$ cat src/rtl/cg_pkg.sv
// ---------------------------------------------------------------------------
// cg_pkg
// Shared definitions for the conjugate-gradient iteration controller:
//   - cg_state_e  : sequencer state encoding (also exported as a debug output)
//   - OP_*        : op_sel codes selecting the arithmetic unit to launch
//   - ELEM_W_DEF  : default scalar width (IEEE-754 single)
//   - op_for_state: maps a sequencer state to the unit it drives
// ---------------------------------------------------------------------------
package cg_pkg;

    localparam int ELEM_W_DEF = 32;

    typedef enum logic [3:0] {
        ST_IDLE  = 4'd0,
        ST_RR0   = 4'd1,
        ST_AP    = 4'd2,
        ST_DIVA  = 4'd3,
        ST_XRUPD = 4'd4,
        ST_RRNEW = 4'd5,
        ST_DIVB  = 4'd6,
        ST_PUPD  = 4'd7,
        ST_FIN   = 4'd8
    } cg_state_e;

    localparam logic [2:0] OP_RR        = 3'd0;
    localparam logic [2:0] OP_AP        = 3'd1;
    localparam logic [2:0] OP_DIV_ALPHA = 3'd2;
    localparam logic [2:0] OP_XR_UPD    = 3'd3;
    localparam logic [2:0] OP_DIV_BETA  = 3'd4;
    localparam logic [2:0] OP_P_UPD     = 3'd5;

    function automatic logic [2:0] op_for_state(input cg_state_e s);
        logic [2:0] op;
        op = OP_RR;
        case (s)
            ST_AP:    op = OP_AP;
            ST_DIVA:  op = OP_DIV_ALPHA;
            ST_XRUPD: op = OP_XR_UPD;
            ST_DIVB:  op = OP_DIV_BETA;
            ST_PUPD:  op = OP_P_UPD;
            default:  op = OP_RR;
        endcase
        return op;
    endfunction

endpackage

$ cat src/rtl/cg_iteration_controller_if.sv
// ---------------------------------------------------------------------------
// cg_iteration_controller_if
// Bus between the iteration controller (master) and the arithmetic units
// (slave).
//   op_start  : one-cycle launch of the unit chosen by op_sel
//   op_sel    : unit select (OP_* codes in cg_pkg)
//   op_done   : completion from the selected unit, op_result valid with it
//   rd_strobe : residual-vector read beat during RR phases
//   rd_ready  : read port can accept a beat
//   div_num/den : divider operands, stable for the whole DIV state
//
// Handshake: a read beat transfers in exactly the cycles where rd_strobe is
// high; rd_strobe is never raised unless rd_ready is high in that same
// cycle, so the read port never has to hold off a strobe it already saw.
// op_start/op_done is a launch/complete pair: op_done is honoured from the
// op_start cycle onward, and only while the launching state is current.
// ---------------------------------------------------------------------------
interface cg_iteration_controller_if #(
    parameter int ELEM_W = 32
);
    logic              op_start;
    logic [2:0]        op_sel;
    logic              op_done;
    logic [ELEM_W-1:0] op_result;
    logic              rd_strobe;
    logic              rd_ready;
    logic [ELEM_W-1:0] div_num;
    logic [ELEM_W-1:0] div_den;

    modport master (
        output op_start, op_sel, rd_strobe, div_num, div_den,
        input  op_done, op_result, rd_ready
    );

    modport slave (
        input  op_start, op_sel, rd_strobe, div_num, div_den,
        output op_done, op_result, rd_ready
    );
endinterface

$ cat src/rtl/cg_beat_counter.sv
// ---------------------------------------------------------------------------
// cg_beat_counter
// Issues ceil(total/NUM_LANES) residual read beats per RR phase, gated by
// rd_ready. One instance serves both RR phases since they never overlap.
//   clk, reset : clock, synchronous active-high reset
//   clear      : restart the beat count (pulsed the cycle before RR entry)
//   active     : controller is in an RR phase
//   total      : vector length for the current solve
//   rd_ready   : read port can accept a beat
//   rd_strobe  : beat issued this cycle
// ---------------------------------------------------------------------------
module cg_beat_counter #(
    parameter int NUM_LANES = 8,
    parameter int LEN_W     = 32
) (
    input  logic             clk,
    input  logic             reset,
    input  logic             clear,
    input  logic             active,
    input  logic [LEN_W-1:0] total,
    input  logic             rd_ready,
    output logic             rd_strobe
);
    localparam int               SH   = $clog2(NUM_LANES);
    localparam logic [LEN_W-1:0] MASK = LEN_W'(NUM_LANES - 1);

    logic [LEN_W-1:0] beats;
    logic [LEN_W-1:0] issued_q;

    // Shift-and-round-up form cannot overflow near the top of the length range.
    assign beats     = (total >> SH) + LEN_W'(|(total & MASK));
    assign rd_strobe = active && (issued_q < beats) && rd_ready;

    always_ff @(posedge clk) begin
        if (reset) begin
            issued_q <= '0;
        end else if (clear) begin
            issued_q <= '0;
        end else if (rd_strobe) begin
            issued_q <= issued_q + LEN_W'(1);
        end
    end
endmodule

$ cat src/rtl/cg_iteration_controller.sv
// ---------------------------------------------------------------------------
// cg_iteration_controller
// Sequences one conjugate-gradient solve across the dot-product, mat-vec,
// divider and vector-update units.
//   clk, reset          : clock, synchronous active-high reset
//   start               : begin a solve (ignored while busy)
//   total/tolerance/max_iter : solve parameters, sampled on accepted start
//   unit                : unit launch/complete bus, residual reads, divider operands
//   alpha, beta         : latest step scalars
//   busy, done, converged : status; done pulses for one cycle in FIN
//   iter_count          : completed iterations
//   dbg_state           : current sequencer state
// ---------------------------------------------------------------------------
module cg_iteration_controller
    import cg_pkg::*;
#(
    parameter int NUM_LANES = 8,
    parameter int ELEM_W    = ELEM_W_DEF,
    parameter int LEN_W     = 32,
    parameter int ITER_W    = 16
) (
    input  logic                 clk,
    input  logic                 reset,
    input  logic                 start,
    input  logic [LEN_W-1:0]     total,
    input  logic [ELEM_W-1:0]    tolerance,
    input  logic [ITER_W-1:0]    max_iter,
    cg_iteration_controller_if.master unit,
    output logic [ELEM_W-1:0]    alpha,
    output logic [ELEM_W-1:0]    beta,
    output logic                 busy,
    output logic                 done,
    output logic                 converged,
    output logic [ITER_W-1:0]    iter_count,
    output cg_state_e            dbg_state
);
    cg_state_e         state_q, state_d;
    logic              launch_q, launch_d;
    logic              rr_entry;
    logic              rs_le_tol;
    logic [ITER_W-1:0] iter_inc;
    logic [LEN_W-1:0]  total_q;
    logic [ELEM_W-1:0] tol_q, rs_old_q, rs_new_q, pap_q, alpha_q, beta_q;
    logic [ITER_W-1:0] max_iter_q, iter_q;
    logic              conv_q;

    // Raw-bit unsigned compare is sound: dot products are non-negative floats.
    assign rs_le_tol = (unit.op_result <= tol_q);
    assign iter_inc  = iter_q + ITER_W'(1);

    always_comb begin
        state_d = state_q;
        case (state_q)
            ST_IDLE:  if (start) state_d = (total == '0) ? ST_FIN : ST_RR0;
            ST_RR0:   if (unit.op_done) state_d = rs_le_tol ? ST_FIN : ST_AP;
            ST_AP:    if (unit.op_done) state_d = ST_DIVA;
            ST_DIVA:  if (unit.op_done) state_d = ST_XRUPD;
            ST_XRUPD: if (unit.op_done) state_d = ST_RRNEW;
            ST_RRNEW: begin
                if (unit.op_done) begin
                    if (rs_le_tol)
                        state_d = ST_FIN;
                    else if ((max_iter_q != '0) && (iter_inc == max_iter_q))
                        state_d = ST_FIN;
                    else
                        state_d = ST_DIVB;
                end
            end
            ST_DIVB:  if (unit.op_done) state_d = ST_PUPD;
            ST_PUPD:  if (unit.op_done) state_d = ST_AP;
            ST_FIN:   state_d = ST_IDLE;
            default:  state_d = ST_IDLE;
        endcase

        // Every state change enters a new state, so a change into a unit
        // state is exactly its first cycle and deserves an op_start.
        launch_d = (state_d != state_q) && (state_d != ST_IDLE) && (state_d != ST_FIN);
        rr_entry = (state_d != state_q) && ((state_d == ST_RR0) || (state_d == ST_RRNEW));

        unit.op_start = launch_q;
        unit.op_sel   = op_for_state(state_q);
        unit.div_num  = '0;
        unit.div_den  = '0;
        if (state_q == ST_DIVA) begin
            unit.div_num = rs_old_q;
            unit.div_den = pap_q;
        end else if (state_q == ST_DIVB) begin
            unit.div_num = rs_new_q;
            unit.div_den = rs_old_q;
        end
        busy       = (state_q != ST_IDLE);
        done       = (state_q == ST_FIN);
        alpha      = alpha_q;
        beta       = beta_q;
        converged  = conv_q;
        iter_count = iter_q;
        dbg_state  = state_q;
    end

    always_ff @(posedge clk) begin
        if (reset) begin
            state_q    <= ST_IDLE;
            launch_q   <= 1'b0;
            total_q    <= '0;
            tol_q      <= '0;
            max_iter_q <= '0;
            rs_old_q   <= '0;
            rs_new_q   <= '0;
            pap_q      <= '0;
            alpha_q    <= '0;
            beta_q     <= '0;
            iter_q     <= '0;
            conv_q     <= 1'b0;
        end else begin
            state_q  <= state_d;
            launch_q <= launch_d;
            case (state_q)
                ST_IDLE: begin
                    if (start) begin
                        total_q    <= total;
                        tol_q      <= tolerance;
                        max_iter_q <= max_iter;
                        rs_old_q   <= '0;
                        rs_new_q   <= '0;
                        pap_q      <= '0;
                        alpha_q    <= '0;
                        beta_q     <= '0;
                        iter_q     <= '0;
                        // An empty vector is trivially solved.
                        conv_q     <= (total == '0);
                    end
                end
                ST_RR0: begin
                    if (unit.op_done) begin
                        rs_old_q <= unit.op_result;
                        conv_q   <= rs_le_tol;
                    end
                end
                ST_AP:   if (unit.op_done) pap_q   <= unit.op_result;
                ST_DIVA: if (unit.op_done) alpha_q <= unit.op_result;
                ST_RRNEW: begin
                    if (unit.op_done) begin
                        rs_new_q <= unit.op_result;
                        iter_q   <= iter_inc;
                        conv_q   <= rs_le_tol;
                    end
                end
                ST_DIVB: begin
                    if (unit.op_done) begin
                        beta_q   <= unit.op_result;
                        rs_old_q <= rs_new_q;
                    end
                end
                default: ;
            endcase
        end
    end

    cg_beat_counter #(
        .NUM_LANES (NUM_LANES),
        .LEN_W     (LEN_W)
    ) u_beat_counter (
        .clk       (clk),
        .reset     (reset),
        .clear     (rr_entry),
        .active    ((state_q == ST_RR0) || (state_q == ST_RRNEW)),
        .total     (total_q),
        .rd_ready  (unit.rd_ready),
        .rd_strobe (unit.rd_strobe)
    );
endmodule

$ cat src/flat_wrapper.sv
// flat-port wrapper written by rule: the top's interface ports become plain ports
module cg_iteration_controller_flat import cg_pkg::*;
#(
    parameter int NUM_LANES = 8,
    parameter int ELEM_W    = ELEM_W_DEF,
    parameter int LEN_W     = 32,
    parameter int ITER_W    = 16
)
  (clk, reset, start, total, tolerance, max_iter, alpha, beta, busy, done, converged, iter_count, dbg_state, unit_op_start, unit_op_sel, unit_rd_strobe, unit_div_num, unit_div_den, unit_op_done, unit_op_result, unit_rd_ready);
  cg_iteration_controller_if #(.ELEM_W(ELEM_W)) unit_i ();
  input  logic clk;
  input  logic reset;
  input  logic start;
  input  logic [LEN_W-1:0] total;
  input  logic [ELEM_W-1:0] tolerance;
  input  logic [ITER_W-1:0] max_iter;
  output logic [ELEM_W-1:0] alpha;
  output logic [ELEM_W-1:0] beta;
  output logic busy;
  output logic done;
  output logic converged;
  output logic [ITER_W-1:0] iter_count;
  output cg_state_e dbg_state;
  output wire logic [$bits(unit_i.op_start)-1:0] unit_op_start;
  output wire logic [$bits(unit_i.op_sel)-1:0] unit_op_sel;
  output wire logic [$bits(unit_i.rd_strobe)-1:0] unit_rd_strobe;
  output wire logic [$bits(unit_i.div_num)-1:0] unit_div_num;
  output wire logic [$bits(unit_i.div_den)-1:0] unit_div_den;
  input wire logic [$bits(unit_i.op_done)-1:0] unit_op_done;
  input wire logic [$bits(unit_i.op_result)-1:0] unit_op_result;
  input wire logic [$bits(unit_i.rd_ready)-1:0] unit_rd_ready;
  assign unit_op_start = unit_i.op_start;
  assign unit_op_sel = unit_i.op_sel;
  assign unit_rd_strobe = unit_i.rd_strobe;
  assign unit_div_num = unit_i.div_num;
  assign unit_div_den = unit_i.div_den;
  assign unit_i.op_done = unit_op_done;
  assign unit_i.op_result = unit_op_result;
  assign unit_i.rd_ready = unit_rd_ready;
  cg_iteration_controller #(.NUM_LANES(NUM_LANES), .ELEM_W(ELEM_W), .LEN_W(LEN_W), .ITER_W(ITER_W)) u_core (.clk(clk), .reset(reset), .start(start), .total(total), .tolerance(tolerance), .max_iter(max_iter), .unit(unit_i), .alpha(alpha), .beta(beta), .busy(busy), .done(done), .converged(converged), .iter_count(iter_count), .dbg_state(dbg_state));
endmodule
$ cat config.mk
export PLATFORM = sky130hd
export DESIGN_NAME = cg_iteration_controller_flat
export DESIGN_NICKNAME = d
export VERILOG_FILES = /design/src/rtl/cg_pkg.sv /design/src/rtl/cg_iteration_controller_if.sv /design/src/rtl/cg_beat_counter.sv /design/src/rtl/cg_iteration_controller.sv /design/src/flat_wrapper.sv
export SDC_FILE = /design/constraint.sdc
export NUM_CORES = 1
export LEC_CHECK = 0
export CORE_MARGIN = 2
export CORE_UTILIZATION = 30
export DETAILED_ROUTE_END_ITERATION = 6
export SYNTH_ARGS = -nofsm -noshare
export SYNTH_HDL_FRONTEND = slang
export SYNTH_SLANG_ARGS = --single-unit
$ cat constraint.sdc
create_clock -name clk -period 3.4 [get_ports clk]
set_input_delay 0.51 -clock clk [delete_from_list [all_inputs] [get_ports clk]]
set_output_delay 0.51 -clock clk [all_outputs]
set_load 0.02 [all_outputs]
==> run summary, run 1 <==
The number of antenna violations at the first check in global routing is 1. Port buffering added 272 buffers. The share of the synthesized area in compound gates (AO/OA/AOI/OAI) is 22.0%. The area fraction in and, or, nand and nor cells after synthesis is 23.2%. The tree built by TritonCTS fans out to 294 sinks.

The first TritonRoute pass finished after 5 iterations. The final worst-path setup slack is -0.518 ns. In this run switching power makes up 28.0% of total power. The number of cells after detailed placement came out at 2715.

Dividing the detail-routed wire length by the instance count gives 19.7 µm. Overall power consumption after layout is estimated at 9410 µW. The net total in the final layout came out at 2356. The power per cell area came out at 453 mW/mm². The worst hold path belongs to the class reg -> reg. The effective utilization at floorplan is 30.4%. The synthesized design contains 294 register bits. The core area came out at 0.0477 mm². The layout overhead on the synthesized area is 43.0%. The number of placed I/O pins is 273. The area taken by multi-input logic gates is 0.00844 mm². The via count of the first global-routing pass is 14707. The post-detailed-placement half-perimeter wirelength came out at 36500 µm. The final core area utilization came out at 43.5%. The post-synthesis cell area is 0.0145 mm². The CTS tree is built. The analysis attributes to net switching a power of 2640 µW.

The maximum number of buffers from clock root to sink is 3. The time the final worst path needs with I/O delays and setup came out at 3.92 ns. The H-tree level count is 2. The floorplan row count came out at 80. The via count of the routed design is 15047.

The average via count per standard cell is 5.35. The number of enable-type register cells in the synthesized netlist came out at 0. The share of cell area taken by muxes after synthesis is 0.207%. The hold-fix buffer count after cts is 0. The number of fill cells in the layout came out at 4672.

STA classifies the critical path endpoint as an output port. Cells with a size suffix above 1 make up 14.2% of the layout. Entering global routing, the biggest net connects 98 pins. The prevailing post-synth register cell is sky130_fd_sc_hd__dfxtp_1. The iteration-0 DRC count of the detailed router is 1192. The data arrival at the endpoint of the critical path came out at 3.41 ns. The placer's final routability congestion estimate is 0.887. Setup repair after global routing could not meet its margin everywhere. The total grt overflow came out at 0. The final number of max-transition violations came to 0. The sequential cell area fraction in the yosys report came out at 40.5%. The largest voltage drop on the vdd net came out at 0.319 mV.

The total negative slack for setup checks came out at -8.28 ns. The relative max-transition margin is 51.5%. The number of design rule violations left after detail routing is 0.

The worst setup path is launched from a flip-flop. The register area came out at 0.00589 mm². Setup violations remaining at the end of the flow were counted as 30.

The later-pin clock latency in the skew report came out at 0.56 ns. Synthesis produced a netlist with a net count of 2023. The total global-route track usage came out at 21.1%. The dominant combinational cell family by area after synthesis is simple AND/OR/NAND/NOR gates. Of the total power, combinational logic draws 15.8%.

Of all flip-flops after synthesis, the portion carrying an async set or reset was 0%. The distinct cell type count of the synthesized netlist came out at 61. The count of nets left with antenna violations once routing finished came out at 0. During synthesis, Yosys emitted a total of 0 warnings. The post-synthesis xor/xnor area fraction is 3.20%.

The total wirelength of the detailed-routed design came out at 55400 µm. The width of the die came out at 224 µm. The master cell of the clock root buffer is sky130_fd_sc_hd__clkbuf_16. After Yosys synthesis, full adders, half adders and majority gates account for 5.60% of the synthesized area. The number of antenna repair diodes is 0.

The clock power share is 45.0%. The final clock period utilization by the worst path is 115%. The share of power burned in registers is 39.2%. The clock skew is 0.0378 ns. The number of clock buffers inserted by TritonCTS came out at 37.

The flow ran to the end, but the final reports show violations. The area of the die came out at 0.0502 mm². The clock input transition at the sequential cells of the worst setup and hold paths is 0.06 ns. At the pin with the least slew margin, the transition time is 0.727 ns.

The internal power is 6770 µW. The maximum clock frequency came out at 255 MHz. For the worst setup path, the data required time is 2.89 ns. From bottom edge to top edge, the die measures 224 µm.

The number of instances in the synthesized netlist is 1841. The checks that failed: setup timing. The worst setup path is of the reg -> out kind. The total of max-cap violations is 0. The first global-routing pass estimated 83700 µm of wire. Of all nets on the critical path, the largest fanout is 10. A synthesized cell averages 7.89 µm².

Summed over all cells, the static leakage comes to 0.00736 µW. The count of non-filler cells in the finished layout came out at 2814. The number of hold violations in the final report came out at 0.
==> repair_timing <==
item / CTS / global route
endpoints found under the setup margin: 86 / 93
cloned: 3 / 3
pin swaps: 31 / 56
gates resized for setup: 54 / 80
hold endpoints to repair: 0 / 0
buffers inserted: 19 / 14
==> layout by cell type (no fill, tap or decap), types with 37 or more instances in the layout <==
cell,count
sky130_fd_sc_hd__clkdlybuf4s50_1,267
sky130_fd_sc_hd__nand4_1,41
sky130_fd_sc_hd__nand3_1,127
sky130_fd_sc_hd__a22o_1,64
sky130_fd_sc_hd__a22oi_1,67
sky130_fd_sc_hd__a211oi_1,37
sky130_fd_sc_hd__a21oi_1,231
sky130_fd_sc_hd__ha_1,61
sky130_fd_sc_hd__clkbuf_16,40
sky130_fd_sc_hd__buf_4,126
sky130_fd_sc_hd__inv_1,44
sky130_fd_sc_hd__nor2_1,122
sky130_fd_sc_hd__dfxtp_1,292
sky130_fd_sc_hd__nand2_1,322
==> cell type report <==
| type | count | share of cell area (%) |
|---|---|---|
| Clock buffer | 47 | 4.94 |
| Timing Repair Buffer | 428 | 20.2 |
| Sequential cell | 294 | 28.4 |
| Clock inverter | 17 | 1.34 |
| Multi-Input combinational cell | 1368 | 40.6 |
| Tap cell | 615 | 3.71 |
| Inverter | 45 | 0.814 |
==> registers in the layout (all words and copies together), names as in the netlist, 4 cells and up <==
name,count
u_core.rs_new_q,32
u_core.dbg_state,4
u_core.total_q,32
u_core.rs_old_q,32
u_core.u_beat_counter.issued_q,32
u_core.iter_count,16
u_core.tol_q,32
u_core.beta,32
u_core.alpha,32
u_core.max_iter_q,16
u_core.pap_q,32
==> final timing paths <==
| kind | startpoint | end | slack, ns | cells after the start |
|---|---|---|---|---|
| worst min register to register | u_core.alpha[31] | u_core.alpha[31] | 0.45 | 2 |
| worst max register to register | u_core.total_q[0] | u_core.u_beat_counter.issued_q[13] | -0.48 | 21 |
| worst min-delay path | u_core.alpha[31] | u_core.alpha[31] | 0.45 | 2 |
| worst max-delay path | u_core.total_q[0] | unit_rd_strobe | -0.52 | 15 |
==> cell usage after synthesis, types with 6 or more instances <==
cell                       instances  share of area (%)
sky130_fd_sc_hd__nand2_1         325                8.4
sky130_fd_sc_hd__xnor2_1          28                1.7
sky130_fd_sc_hd__dfxtp_1         294                 41
sky130_fd_sc_hd__inv_1            45                1.2
sky130_fd_sc_hd__a31oi_1          10               0.43
sky130_fd_sc_hd__or3_1            18               0.78
sky130_fd_sc_hd__o21ai_0          35                1.2
sky130_fd_sc_hd__o211ai_1          6               0.31
sky130_fd_sc_hd__a22o_1           64                3.9
sky130_fd_sc_hd__nand4_1          41                1.8
sky130_fd_sc_hd__clkbuf_1        106                2.7
sky130_fd_sc_hd__a22oi_1          67                3.5
sky130_fd_sc_hd__a211oi_1         43                2.2
sky130_fd_sc_hd__nor2_1          127                3.3
sky130_fd_sc_hd__buf_1            15               0.39
sky130_fd_sc_hd__a21oi_1         249                8.6
sky130_fd_sc_hd__ha_1             65                5.6
sky130_fd_sc_hd__nand3_1         133                4.6
sky130_fd_sc_hd__and3_1           12               0.52
sky130_fd_sc_hd__nor3_1           20               0.69
sky130_fd_sc_hd__nor2b_1           6               0.26
sky130_fd_sc_hd__and4_1           10               0.60
sky130_fd_sc_hd__xor2_1           25                1.5
sky130_fd_sc_hd__nor4_1           19               0.82
==> through the flow <==
stage	cell area, µm²	setup slack [ns]	hold slack, ns
finish	20800	-0.518	0.452
global route	20800	-0.669	0.463
CTS	20300	-0.484	0.452
detailed placement	18600	-0.786	0.446
global placement	18600	-0.713	0.438
floorplan	14500	0.0171	0.431
==> power by group through the flow <==
stage	Clock [µW]	Sequential, µW	Combinational, µW
4_1_cts	4330	3680	1460
5_1_grt	4460	3700	1630
6_report	4230	3690	1490
3_3_place_gp	0	3750	1350
3_5_place_dp	0	3760	1370
2_1_floorplan	0	3740	715
==> critical path, stage by stage, from the launching register on <==
cell,delay [ns]
sky130_fd_sc_hd__dfxtp_2,0.32
sky130_fd_sc_hd__or3_4,0.39
sky130_fd_sc_hd__ha_4,0.19
sky130_fd_sc_hd__ha_4,0.17
sky130_fd_sc_hd__nand2_4,0.07
sky130_fd_sc_hd__nor3_4,0.05
sky130_fd_sc_hd__buf_12,0.15
sky130_fd_sc_hd__nand3_1,0.09
sky130_fd_sc_hd__xor2_1,0.21
sky130_fd_sc_hd__ha_1,0.30
sky130_fd_sc_hd__nand3_2,0.11
sky130_fd_sc_hd__o21ai_2,0.07
sky130_fd_sc_hd__o211ai_1,0.26
sky130_fd_sc_hd__nand2_1,0.12
sky130_fd_sc_hd__a21oi_2,0.20
sky130_fd_sc_hd__buf_6,0.15
==> cell families (layout without fill, tap and decap cells) <==
group,Yosys count,count (layout)
simple gates,739,739
compound gates,506,508
flops,294,294
buf+inv,181,537
fa+ha+maj,65,65
xor+xnor,53,53
mux,3,3
==> metal layers <==
layer / share of wire (%) / GRT usage (%) / up-vias
met5: 0.018 / 0 / -
met1: 44 / 27.6 / 7231
met4: 2.0 / 5.66 / 2
met2: 45 / 34.1 / 507
li1: - / - / 7228
met3: 8.0 / 5.75 / 79
Note: power is estimated with default switching activity, not from simulation.
==> run 2: changes to the inputs <==
- CELL_PAD_IN_SITES_DETAIL_PLACEMENT: unset -> 1
- CELL_PAD_IN_SITES_GLOBAL_PLACEMENT: unset -> 1
- PLACE_DENSITY_LB_ADDON: unset -> 0.1
==> run summary, run 2 (synthesis gave the netlist of run 1 again) <==
The maximum number of buffers from clock root to sink came out at 3. The vertical die dimension came out at 224 µm. The cell family contributing the most delay on the critical path is simple AND/OR/NAND/NOR gates. The average via count per standard cell came out at 5.37. The final worst hold slack came out at 0.450 ns. The core area is 0.0477 mm². The total of buffers placed on input and output ports is 272. The final clock period utilization by the worst path came out at 114%.

The worst register-to-register path has a depth of 20. The smallest clock period supported by the final layout is computed as 3.87 ns. 273 I/O pins were placed. The number of antenna repair diodes came out at 0. The total power is 9130 µW. The peak fanout along the critical path came out at 4. The clock sink count came out at 294. Walking the worst path, the cells encountered are or3_4 -> ha_4 -> ha_4 -> nand2_4 -> nor3_4 -> nand2_2 -> nor2_4 -> xnor2_2 -> ha_1 -> nand2_1 -> nor4_2 -> buf_4 -> o211ai_1 -> nand2_1 -> a21oi_4 -> buf_6. The final worst-path setup slack is -0.467 ns. The effective utilization at floorplan is 30.4%.

The number of hold violations in the final report came out at 0. The startpoint identified for the worst hold timing path is u_core.beta[30]. In this run the clock root is driven by a sky130_fd_sc_hd__clkbuf_16. The final number of max-transition violations came out at 0.

The later pin in the worst-skew pair is clocked with a latency of 0.56 ns. The average wire per standard cell came out at 21.7 µm. The total grt overflow came out at 0. The iteration-0 DRC count of the detailed router came out at 890. Tracing the worst setup path back leads to its startpoint at u_core.total_q[1]. The via count of the first global-routing pass is 15751. The total of max-cap violations is 0. The post-detailed-placement half-perimeter wirelength is 41300 µm. Global routing used 23.7% of the available tracks. The placer's final routability congestion estimate came out at 0.832. In the final design database the tool counted 2361 nets. The kind of end point of the critical path is an output port. The startpoint identified for the worst register-to-register timing path is u_core.total_q[2]. The run finished, with violations left.

The checks that failed: setup timing. The first detailed-routing pass ran for 5 iterations. The min-delay analysis places its worst path in the category reg -> reg.

The number of antenna-violating nets in the routed design came out at 0. The classification of the worst setup path is reg -> out. The clock input transition at the sequential cells of the worst setup and hold paths is 0.05 ns. Wires add up to 61200 µm. TritonCTS built the clock tree. The terminating pin of the worst hold path is u_core.beta[30].

The number of clock buffers inserted by TritonCTS is 38. The number of antenna violations at the first check in global routing is 1. The number of design rule violations left after detail routing is 0.

The via count of the routed design is 15145. For the worst setup path, the data arrival time is 3.36 ns. The wire length of the first global-routing pass is 92800 µm.

The leakage component of the power is 0.00729 µW. The number of buffers and inverters on the critical path is 2. The worst register-to-register path ends at u_core.u_beat_counter.issued_q[5]. Derived from the worst setup path, the maximum achievable clock frequency is 259 MHz. For the worst setup path, the data required time is 2.89 ns. On the critical path, the stage with the largest delay is an instance of sky130_fd_sc_hd__nor3_4. Counting instances, the worst hold path has a depth of 2.

In the final timing run, aggregate negative setup slack is -2.97 ns. The worst-margin pin slew is 1.15 ns. Leaving out fill and tap cells, the most frequent cells in the layout are sky130_fd_sc_hd__nand2_1 (320), sky130_fd_sc_hd__dfxtp_1 (288), sky130_fd_sc_hd__clkdlybuf4s50_1 (270).

The area of the die is 0.0502 mm². The width of the die is 224 µm. Setup violations remaining at the end of the flow were counted as 27. STA classifies the critical path startpoint as a flip-flop. The clock skew came out at 0.0188 ns. In this design, the stage delay of the slowest critical-path cell is 0.36 ns. Setup repair after global routing could not meet its margin everywhere. The H-tree was split into 2 levels. The floorplan row count is 80. The placement-stage worst setup slack came out at -0.808 ns.

The hold-fix buffer count after cts came out at 0. The relative max-transition margin is 23.4%. Compared with the post-synthesis result, the final layout area differs by 42.7%.

The proportion of layout cells with a drive suffix above 1 is 14.8%. The largest net degree at the start of global routing came out at 90. The minimum setup slack among reg-to-reg paths came out at -0.24 ns. The largest voltage drop on the vdd net came out at 0.288 mV.

The library cell used most frequently in the layout, excluding fill and tap cells, is sky130_fd_sc_hd__nand2_1. The power per cell area came out at 441 mW/mm². In this run the number of cells on the critical path is 16.
[run 2: cell count changes in the layout (fill, tap and decap cells not counted), moves of 4 or more]
cell,before,now
sky130_fd_sc_hd__buf_4,126,136
sky130_fd_sc_hd__clkbuf_1,5,12
sky130_fd_sc_hd__bufinv_16,6,0
sky130_fd_sc_hd__a21oi_1,231,226
sky130_fd_sc_hd__a21oi_2,14,18
sky130_fd_sc_hd__buf_12,12,8
sky130_fd_sc_hd__clkbuf_8,5,9
sky130_fd_sc_hd__dfxtp_1,292,288
sky130_fd_sc_hd__dfxtp_2,2,6
[run 2: worst reg2reg max path: stages (launching register included)]
cell	delay (ns)
sky130_fd_sc_hd__dfxtp_2	0.32
sky130_fd_sc_hd__or3_4	0.39
sky130_fd_sc_hd__ha_4	0.19
sky130_fd_sc_hd__ha_4	0.17
sky130_fd_sc_hd__nand2_4	0.10
sky130_fd_sc_hd__nor3_4	0.08
sky130_fd_sc_hd__buf_6	0.14
sky130_fd_sc_hd__nand2_4	0.07
sky130_fd_sc_hd__nor2_4	0.04
sky130_fd_sc_hd__xnor2_2	0.15
sky130_fd_sc_hd__ha_4	0.18
sky130_fd_sc_hd__nor3_4	0.18
sky130_fd_sc_hd__o21ai_1	0.11
sky130_fd_sc_hd__o211ai_1	0.23
sky130_fd_sc_hd__buf_4	0.17
sky130_fd_sc_hd__and4_4	0.25
sky130_fd_sc_hd__o21ai_4	0.09
sky130_fd_sc_hd__buf_12	0.15
sky130_fd_sc_hd__buf_8	0.12
sky130_fd_sc_hd__or3_1	0.31
sky130_fd_sc_hd__a21oi_1	0.15
[run 2: what timing repair did]
action,4_1_cts,5_1_grt
cloned,4,1
setup buffers,16,14
pin swaps,42,57
resized for setup,53,96
setup endpoints to repair,88,73
[run 2: through the flow]
stage / std cells / area (µm²) / utilization [%]
after floorplan: 1841 / 14500 / -
after detailed placement: 2728 / 18600 / 39.0
after global placement: 2728 / 18600 / 39.0
after CTS: 2812 / 20200 / 42.4
after global routing: 2821 / 20700 / 43.4
final: 2821 / 20700 / 43.4
[run 2: worst max path at each step]
stage / end / slack (ns)
4_1_cts: unit_rd_strobe / -0.52
3_3_place_gp: unit_rd_strobe / -0.64
2_1_floorplan: unit_rd_strobe / 0.02
3_5_place_dp: unit_rd_strobe / -0.81
6_report: unit_rd_strobe / -0.47
5_1_grt: unit_rd_strobe / -0.61
[run 2: cell type report]
cell class / count / area (µm²)
clock buffers: 59 / 1130
clock inverters: 8 / 62.6
inverters: 45 / 169
repair buffers: 433 / 4160
multi-input cells: 1367 / 8540
fillers: 5606 / 27000
flip-flops and latches: 294 / 5890
well taps: 615 / 769
[run 2: metal layers]
layer	GRT usage (%)	wire length (µm)	vias up
met3	4.21	2800	78
met4	6.86	1400	2
li1	-	-	7235
met5	0	11	-
met2	40.4	29400	333
met1	30.7	27600	7497
[run 2: power breakdown]
part / internal, µW / switching [µW]
Sequential: 3580 / 108
Combinational: 575 / 931
Clock: 2290 / 1650
==> run 3: changes to the inputs <==
- SKIP_LAST_GASP: unset -> 1
==> run summary, run 3 (synthesis gave the netlist of run 1 again) <==
The most frequent standard cell in the layout excluding fill and tap cells is sky130_fd_sc_hd__nand2_1. The worst setup path is captured at an output port. In the layout the commonest cells are sky130_fd_sc_hd__nand2_1 (320), sky130_fd_sc_hd__dfxtp_1 (288), sky130_fd_sc_hd__clkdlybuf4s50_1 (270). The total wirelength of the detailed-routed design is 61200 µm. Setup repair after global routing could not meet its margin everywhere. TritonCTS built the clock tree. Counting tap cells, the placed design contains a total of 2728 instances. Net switching is 29.4% of the power. The total of buffers placed on input and output ports is 272. The number of design rule violations left after detail routing is 0. Summed over all cells, the static leakage comes to 0.00728 µW.

The run finished, with violations left. The post-detailed-placement half-perimeter wirelength is 41300 µm. Routability-driven placement finished with a final weighted congestion of 0.832. The number of cells on the worst hold path came out at 2. The number of antenna violations at the first check in global routing is 1. In this run the remaining antenna-violating nets after routing total 0. The core area is 0.0477 mm².

The net total in the final layout came out at 2361. The largest net degree at the start of global routing came out at 90. The hold-fix buffer count after cts came out at 0. The average wire per standard cell is 21.7 µm. The classification of the worst setup path is reg -> out. The min-delay analysis places its worst path in the category reg -> reg. The die is 224 µm tall. Global routing used 23.7% of the available tracks across all layers. CTS saw 294 sinks. The maximum clock frequency is 256 MHz. The width of the die is 224 µm. The floorplan row count came out at 80. The number of antenna repair diodes came out at 0. The net switching power came out at 2680 µW.

The internal power is 6450 µW. The layout has 5605 filler cells. The count of final setup violators came out at 28.

The clock power share is 43.1%. On the final layout, the worst clock skew is 0.0197 ns. The worst-margin pin slew came out at 1.15 ns.

The total of max-cap violations came out at 0. The final worst-path setup slack is -0.502 ns. The later-pin clock latency in the skew report came out at 0.56 ns.

The final clock period utilization by the worst path is 115%. Once layout is complete, the cells apart from fillers number 2821. The required time reported for the critical path endpoint came out at 2.89 ns. The number of hold violations in the final report came to 0. The final number of max-transition violations came out at 0. Detailed routing inserted a total of 15128 vias. The finished cells cover 0.0207 mm².

The number of clock buffers inserted by TritonCTS is 38. The wire length of the first global-routing pass came out at 92800 µm. After detailed placement, the total cell area comes to 0.0186 mm².

The combinational group share of total power came out at 16.5%. The clock input transition at the sequential cells of the worst setup and hold paths is 0.05 ns. The peak fanout along the critical path is 4. The via count of the first global-routing pass was 15743. The cell sitting at the root of the clock tree is a sky130_fd_sc_hd__clkbuf_16. The H-tree level count came out at 2. The proportion of layout cells with a drive suffix above 1 came out at 14.7%. The initial utilization of the core area, before any placement, comes to 30.4%.

The power per cell area came out at 441 mW/mm². The time the final worst path needs with I/O delays and setup is 3.90 ns. The worst setup path is launched from a flip-flop. The area of the die came out at 0.0502 mm². Sequential cells burn 40.4% of the power. Data arrives at the worst endpoint at 3.39 ns. The number of placed I/O pins came out at 273.

The worst-case IR drop observed on VDD is 0.288 mV. After the first detailed-routing iteration, the DRC count stood at 853. From synthesis to final layout, the design area changed by 42.6%. After global routing the overflow that remains totals 0. The checks that failed: setup timing. The average via count per standard cell came out at 5.36. The worst reg2reg path depth is 18. Across all register-to-register paths, the minimum setup slack is -0.28 ns. The maximum number of buffers from clock root to sink is 3. The detailed-router iteration count before antenna repair is 6. The relative max-transition margin is 23.0%.
[run 3: cell type report]
type	instances	area [µm²]	area share, %
Clock inverter	8	62.6	0.302
Inverter	45	169	0.816
Sequential cell	294	5890	28.5
Tap cell	615	769	3.72
Timing Repair Buffer	433	4160	20.1
Multi-Input combinational cell	1367	8520	41.2
Clock buffer	59	1130	5.46
[run 3: timing repair]
| action | in CTS | in global routing |
|---|---|---|
| resized for setup | 52 | 92 |
| setup buffers | 16 | 14 |
| cloned | 4 | 1 |
| setup endpoints to repair | 88 | 73 |
| pin swaps | 42 | 57 |
[run 3: power groups by stage]
stage,Clock (µW),Sequential [µW],Combinational [µW]
final,3930,3690,1510
after global routing,4180,3710,1660
after CTS,4040,3690,1460
after detailed placement,0,3760,1420
after global placement,0,3750,1390
after floorplan,0,3740,715
[run 3: path summary, 6_finish.rpt]
| check | end | startpoint |
|---|---|---|
| max reg2reg | u_core.u_beat_counter.issued_q[5] | u_core.total_q[1] |
| min | u_core.beta[30] | u_core.beta[30] |
| min reg2reg | u_core.beta[30] | u_core.beta[30] |
| max | unit_rd_strobe | u_core.total_q[1] |
[run 3: through the flow]
step / hold WS (ns) / total power [µW] / setup WS [ns] / TNS [ns] / utilization, %
2_1_floorplan: 0.431 / 4460 / 0.0171 / 0 / -
3_3_place_gp: 0.438 / 5140 / -0.641 / -8.76 / 39.0
3_5_place_dp: 0.444 / 5180 / -0.808 / -15.75 / 39.0
4_1_cts: 0.451 / 9190 / -0.519 / -2.07 / 42.4
5_1_grt: 0.472 / 9550 / -0.613 / -7.31 / 43.4
6_report: 0.450 / 9130 / -0.502 / -4.28 / 43.4
[run 3: routing by layer]
layer | vias to the layer above | wire, µm | track usage (%) | part of all wire [%]
met3 | 76 | 2770 | 4.21 | 4.5
met4 | 2 | 1380 | 6.86 | 2.3
met2 | 321 | 29500 | 40.4 | 48
li1 | 7241 | - | - | -
met5 | - | 11 | 0 | 0.018
met1 | 7488 | 27500 | 30.7 | 45
[run 3: critical path, stage by stage, from the launching register on]
cell and delay [ns]:
sky130_fd_sc_hd__dfxtp_2 0.33, sky130_fd_sc_hd__or3_4 0.12, sky130_fd_sc_hd__ha_4 0.15, sky130_fd_sc_hd__ha_4 0.15, sky130_fd_sc_hd__nand2_4 0.08, sky130_fd_sc_hd__nor3_4 0.37, sky130_fd_sc_hd__nand3_1 0.17, sky130_fd_sc_hd__xor2_1 0.19
sky130_fd_sc_hd__ha_1 0.33, sky130_fd_sc_hd__o21ai_2 0.17, sky130_fd_sc_hd__a21oi_1 0.07, sky130_fd_sc_hd__o211ai_1 0.26, sky130_fd_sc_hd__nand2_1 0.13, sky130_fd_sc_hd__a21oi_4 0.18, sky130_fd_sc_hd__buf_6 0.14
